File: src/rtl/rr_arbiter_4.sv
// Four-way round-robin bus arbiter with a hold limit: grant follows a sampled request by one cycle.
// A requester keeps the bus until done, request drop, or MAX_HOLD cycles, and each release inserts one idle cycle.
module rr_arbiter_4 #(
   parameter int MAX_HOLD = 16
) (
   input  logic        clock,
   input  logic        reset,
   input  logic [3:0]  req,
   input  logic [3:0]  done,
   input  logic [31:0] data0,
   input  logic [31:0] data1,
   input  logic [31:0] data2,
   input  logic [31:0] data3,
   output logic [3:0]  grant,
   output logic [1:0]  sel,
   output logic [31:0] bus_out,
   output logic        bus_valid,
   output logic        timeout
);

   localparam int CNT_W = $clog2(MAX_HOLD);
   localparam logic [CNT_W-1:0] HOLD_LAST = CNT_W'(MAX_HOLD - 1);

   typedef enum logic {
      IDLE = 1'b0,
      BUSY = 1'b1
   } state_t;

   state_t             state_q,    state_d;
   logic [3:0]         grant_q,    grant_d;
   logic [1:0]         sel_q,      sel_d;
   logic [1:0]         ptr_q,      ptr_d;
   logic [CNT_W-1:0]   hold_cnt_q, hold_cnt_d;
   logic               timeout_q,  timeout_d;

   logic               pick_vld;
   logic [1:0]         pick_idx;
   logic [1:0]         cand;
   logic               rel_owner;
   logic               rel_limit;

   always_comb begin
      state_d    = state_q;
      grant_d    = grant_q;
      sel_d      = sel_q;
      ptr_d      = ptr_q;
      hold_cnt_d = hold_cnt_q;
      timeout_d  = 1'b0;
      pick_vld   = 1'b0;
      pick_idx   = ptr_q;
      cand       = ptr_q;

      // Scan from the pointer upward; the first requester found wins.
      for (int k = 0; k < 4; k++) begin
         cand = ptr_q + 2'(k);
         if (!pick_vld && req[cand]) begin
            pick_vld = 1'b1;
            pick_idx = cand;
         end
      end

      rel_owner = done[sel_q] | ~req[sel_q];
      rel_limit = (hold_cnt_q == HOLD_LAST);

      case (state_q)
         IDLE: begin
            grant_d = 4'b0000;
            if (pick_vld) begin
               state_d    = BUSY;
               grant_d    = 4'b0001 << pick_idx;
               sel_d      = pick_idx;
               hold_cnt_d = '0;
            end
         end
         BUSY: begin
            if (rel_owner || rel_limit) begin
               state_d    = IDLE;
               grant_d    = 4'b0000;
               ptr_d      = sel_q + 2'd1;
               hold_cnt_d = '0;
               // A limit release only counts as a timeout if the owner was not leaving anyway.
               timeout_d  = rel_limit & ~rel_owner;
            end else begin
               hold_cnt_d = hold_cnt_q + 1'b1;
            end
         end
         default: begin
            state_d = IDLE;
            grant_d = 4'b0000;
         end
      endcase
   end

   always_ff @(posedge clock) begin
      if (reset) begin
         state_q    <= IDLE;
         grant_q    <= 4'b0000;
         sel_q      <= 2'd0;
         ptr_q      <= 2'd0;
         hold_cnt_q <= '0;
         timeout_q  <= 1'b0;
      end else begin
         state_q    <= state_d;
         grant_q    <= grant_d;
         sel_q      <= sel_d;
         ptr_q      <= ptr_d;
         hold_cnt_q <= hold_cnt_d;
         timeout_q  <= timeout_d;
      end
   end

   always_comb begin
      bus_out = 32'h0;
      if (state_q == BUSY) begin
         case (sel_q)
            2'd0:    bus_out = data0;
            2'd1:    bus_out = data1;
            2'd2:    bus_out = data2;
            default: bus_out = data3;
         endcase
      end
   end

   assign grant     = grant_q;
   assign sel       = sel_q;
   assign bus_valid = (state_q == BUSY);
   assign timeout   = timeout_q;

endmodule

File: config.mk
export PLATFORM = sky130hd
export DESIGN_NAME = rr_arbiter_4
export DESIGN_NICKNAME = d
export VERILOG_FILES = /design/src/rtl/rr_arbiter_4.sv
export SDC_FILE = /design/constraint.sdc
export NUM_CORES = 1
export LEC_CHECK = 0
export CORE_MARGIN = 8
export CORE_UTILIZATION = 29
export CTS_BUF_LIST = sky130_fd_sc_hd__clkbuf_16
export DETAILED_ROUTE_END_ITERATION = 12
export PLACE_DENSITY = 0.83
export SETUP_SLACK_MARGIN = 0.1
export SLEW_MARGIN = 20
export SYNTH_ARGS = -nofsm -noshare
export SYNTH_HDL_FRONTEND = slang
export SYNTH_SLANG_ARGS = --single-unit
File: constraint.sdc
create_clock -name clock -period 2.6 [get_ports clock]
set_clock_uncertainty 0.1 [all_clocks]
set_input_delay 0.52 -clock clock [delete_from_list [all_inputs] [get_ports clock]]
set_output_delay 0.52 -clock clock [all_outputs]
set_load 0.01 [all_outputs]
; ---- Word level (Yosys, flattened, before mapping)
; Index checks and enable logic that the tools add are counted.
[totals]
ff_bits = 14
out_inout_bits = 40
input_bits = 138
word_cells = 69
[classes]
eq_ne = 5
n_shift = 1
add_sub_neg = 5
n_lt_le_gt_ge = 5
mux = 30
n_reduce_logical = 11
bitwise = 6
[ops]
columns = op, n
row1 = 32-bit one-hot mux with 3 select lines, 1
row2 = 32-bit two-way mux, 1
row3 = 4-bit two-way mux, 4
row4 = 4-bit one-hot mux with 2 select lines, 2
row5 = 2-bit by 3-bit less-than comparator with 1-bit output (second input constant), 5
row6 = 1-bit binary-select mux with 2-bit select, 6
row7 = 1-bit two-way mux, 12
row8 = 2-bit two-way mux, 3
row9 = 2-bit by 1-bit adder with 2-bit output (second input constant), 2
row10 = 2-bit adder (second input constant), 2
row11 = 4-bit by 1-bit adder with 4-bit output (second input constant), 1
row12 = 4-bit == test (second input constant), 1
row13 = 1-bit inverter, 4
row14 = 2-bit AND reduction, 2
row15 = 1-bit by 2-bit << shifter with 4-bit output (first input constant), 1
row16 = 1-bit logical AND, 3
row17 = 1-bit logical NOT, 3
row18 = 3-bit OR reduction, 1
row19 = 2-bit by 1-bit == test with 1-bit output (second input constant), 1
row20 = 2-bit == test (second input constant), 1
row21 = 2-bit logical NOT, 1
row22 = 2-bit by 1-bit != test with 1-bit output (second input constant), 1
row23 = 2-bit != test (second input constant), 1
row24 = 1-bit one-hot mux with 2 select lines, 1
row25 = other kinds (3), 3

; ---- Logic depth before layout (Yosys ltp)
[depth]
ltp_word = 15
mapped_depth = 6
ltp_nobuf = 6

; ---- Least setup slack after synthesis
; No wires, ideal clock.
[synth_timing]
kind = register -> output
start = register sel_q[0], in the netlist sel[0]
end = output bus_out[10]
t_required_ps = 1980
setup_slack_ps = 456
path_stages_with_launch = 7
n_path_buf = 1
arrival_ps = 1524
path_cell_list = dfxtp_1 inv_1 ha_1 clkbuf_1 a222oi_1 o21ai_0 and2_1
[synth_via]
elab_chain_len = 3
elab_cells_between_ends = 5
cone_classes = 2 x eq/ne / 2 x mux / 1 x reduce/logical
[synth_lines]
columns = item, line
row1 = from (decl), 31  ; logic [1:0] sel_q, sel_d;
row2 = from (signal assigned), 105  ; sel_q <= sel_d;
row3 = 2-bit == test (tied with other cells), 115  ; case (sel_q)
row4 = 32-bit one-hot mux with 3 select lines (*), 115
row5 = 32-bit two-way mux (*), 114  ; if (state_q == BUSY) begin
row6 = to (decl), 16  ; output logic [31:0] bus_out,
; Mark *: on every way between the ends. The rest lies on a longest branch, timed or not.

; ---- Final worst setup path
[layout_timing]
start = register sel_q[0], in the netlist sel[0]
end = output bus_out[25]
; The elaborated chain is that of the path after synthesis.

==> flow_metrics.env <==
export IMPL_synth_xor_area_share_pct=0
export IMPL_worstSetupEndpointType="output pin"
export IMPL_reg2reg_depth=5
export IMPL_crit_path_start="sel[0]$_SDFFE_PP0P_"
export IMPL_drive_gt1_share_pct=13.1
export IMPL_dominantRegCellSynth="dfxtp_1"
export IMPL_maxSlewHeadroom_pct=64.6
export IMPL_place_ws_ps=-67.7
export IMPL_critPathKind="reg -> out"
export IMPL_fin_crit_ps=2450
export IMPL_cap_violations=0
export IMPL_grt_max_degree=47
export IMPL_ys_types=37
export IMPL_async_flop_share_pct=0
export IMPL_die_w_um=91.6
export IMPL_clockBufferDepth=2
export IMPL_cpPeakStageDelay_ps=370
export IMPL_ant_nets=0
export IMPL_cp_endpoint="bus_out[25]"
export IMPL_max_freq_mhz=407
export IMPL_rsz0062_at_grt="true"
export IMPL_rr_startpoint="sel[1]$_SDFFE_PP0P_"
export IMPL_synthTopCellsByArea="a222oi_1, dfxtp_1, and2_1"
export IMPL_numCtsBuffers=3
export IMPL_diodes=0
export IMPL_core_um2=5510
export IMPL_wl_um=9360
export IMPL_post_synth_top_area_cell="a222oi_1"
export IMPL_grt_pass1_vias=2520
export IMPL_die_h_um=91.6
export IMPL_drc=0
export IMPL_cts_sinks=14
export IMPL_tightest_slew_ps=529
export IMPL_area_growth_pct=117
export IMPL_crit_slowest_cell="dfxtp_4"
export IMPL_cts_tree="yes"
export IMPL_syn_avg_cell_area_um2=6.96
export IMPL_wire_per_inst_um=19.3
export IMPL_yosysMostFrequentCell="nand2_1"
export IMPL_power_density_nw_per_um2=350
export IMPL_synth_edf_count=0
export IMPL_ios=178
export IMPL_nFillCells=497
export IMPL_cp_cell_sequence="inv_4 > ha_4 > buf_12 > a222oi_1 > o21ai_1 > and2_1 > dlygate4sd2_1"
export IMPL_worstHoldPathType="reg -> reg"
export IMPL_crit_reg2reg_capture="ptr_q[1]$_SDFFE_PP0P_"
export IMPL_grt_usage_pct=20.7
export IMPL_grt_remaining_overflow=0
export IMPL_synthMuxAreaShare_pct=2.57
export IMPL_worst_slack_ps=145
export IMPL_drv_slew=0
export IMPL_grt_first_pass_wirelength_um=14100
export IMPL_drt_iter0_markers=294
export IMPL_critPathRequiredTime_ps=1980
export IMPL_portBuffers=177
export IMPL_hold_violations=0
export IMPL_postCtsHoldBufs=0
export IMPL_path_clk_slew_ps=50
export IMPL_synth_simple_area_share_pct=33.7
export IMPL_finalNonFillerCells=484
export IMPL_ys_top_cells_by_count="nand2_1, o21ai_0, and2_1"
export IMPL_vias_per_cell=5.38
export IMPL_hpwl_um=7500
export IMPL_synth_area_um2=1660
export IMPL_design_power_total_w=0.00126
export IMPL_clock_latency_ps=240
export IMPL_layout_worst_path_cycle_share_pct=94.4
export IMPL_r2r_slack_ps=840
export IMPL_utilization_pct=65.2
export IMPL_ys_seq_elements=14
export IMPL_synth_compound_area_share_pct=37.3
export IMPL_yosysSeqAreaShare_pct=16.9
export IMPL_die_area_um2=8380
export IMPL_vdd_drop_max_mv=0.489
export IMPL_fin_nets=556
export IMPL_startpoint_type="flop"
export IMPL_status="completed"
export IMPL_row_count=27
export IMPL_place_area_um2=3590
export IMPL_synthAdderAreaFrac_pct=3.78
export IMPL_worstPathMaxFanout=22
export IMPL_cts_root_buf="clkbuf_16"
export IMPL_cts_htree_levels=1
export IMPL_vias=2602
export IMPL_final_setup_viol_count=0
export IMPL_start_util_pct=30.1
export IMPL_synth_top_family_by_area="compound AO/OA/AOI/OAI gates"
export IMPL_dr_pass1_iters=7
export IMPL_yosysWarnings=0
export IMPL_dpl_cell_count=480
export IMPL_crit_arrival_ps=1830
export IMPL_syn_nets=381
export IMPL_synth_top_area_share_pct=19.3
export IMPL_antenna_found_initial=0
export IMPL_netlist_instances=238
export IMPL_leakage_nw=1.42
export IMPL_final_area_um2=3590
export IMPL_gp_congestion=0.843
[cells by family after synthesis]
group / Yosys count
fa+ha+maj: 5
mux: 3
buf+inv: 24
simple gates: 108
flops: 14
compound gates: 84
[per-layer routing]
layer,vias up,track usage (%),wire (um)
li1,1254,-,-
met1,1193,23.7,3640
met2,145,38.1,4670
met3,10,5.27,930
met4,0,2.73,120
met5,-,0,0
[worst max-delay path, delay by kind of cell, from the launching register on]
| kind | cells | cell delay, ps |
|---|---|---|
| flip-flops | 1 | 370 |
| adder cells (fa/ha/maj) | 1 | 160 |
| buffers and inverters | 3 | 490 |
| AND/OR/NAND/NOR | 1 | 160 |
| AO/OA/AOI/OAI | 2 | 400 |
[placed cells by master (no fill, tap or decap), types with 2 or more instances in the layout]
cell type / instances
a21oi_1: 8
a222oi_1: 32
and2_1: 33
buf_12: 4
buf_2: 2
buf_4: 9
clkbuf_16: 3
clkbuf_2: 22
clkdlybuf4s15_1: 6
clkdlybuf4s50_1: 145
dfxtp_1: 12
dfxtp_4: 2
dlygate4sd2_1: 2
ha_2: 2
ha_4: 2
mux2i_1: 2
nand2_1: 40
nand2b_1: 5
nand3_1: 2
nor2_1: 11
nor2b_1: 5
nor3_1: 3
o21ai_0: 7
o21ai_1: 29
[through the flow]
step           hold slack [ps]  setup TNS, ps
6_report                   356              0
5_1_grt                    390              0
4_1_cts                    362              0
3_5_place_dp               356           -628
3_3_place_gp               346           -233
2_1_floorplan              381              0
[sequential cells by signal, indices dropped and copies added, names as in the netlist]
name and cells:
sel 2, bus_valid 1, ptr_q 2, grant 4, hold_cnt_q 4, timeout 1
[where the power goes]
group	switching [W]	internal (W)	total (W)
combinational	0.000299	0.000423	0.000722
sequential	0.0000136	0.000229	0.000243
clock	0.0000885	0.000203	0.000292
[cell type report]
class	count	area (um2)	share of cell area, %
Tap cell	72	90.1	2.51
Clock inverter	1	3.75	0.105
Sequential cell	14	288	8.02
Clock buffer	3	75.1	2.09
Timing Repair Buffer	191	1810	50.4
Multi-Input combinational cell	200	1310	36.5
Inverter	3	13.8	0.384
[what timing repair did]
action | in CTS | in global routing
endpoints found under the setup margin | 32 | 32
setup buffers | 0 | 0
pin swaps | 8 | 42
gates resized for setup | 53 | 75
[worst min path at each step]
stage          cells past startpoint                   from                     to
2_1_floorplan                      2  grant[0]$_SDFFE_PP0P_  grant[0]$_SDFFE_PP0P_
3_3_place_gp                       2  grant[2]$_SDFFE_PP0P_  grant[2]$_SDFFE_PP0P_
3_5_place_dp                       2  grant[2]$_SDFFE_PP0P_  grant[2]$_SDFFE_PP0P_
4_1_cts                            2  grant[2]$_SDFFE_PP0P_  grant[2]$_SDFFE_PP0P_
5_1_grt                            2  grant[0]$_SDFFE_PP0P_  grant[0]$_SDFFE_PP0P_
6_report                           2  grant[2]$_SDFFE_PP0P_  grant[2]$_SDFFE_PP0P_
No activity file was read; power rests on OpenSTA's default activity.
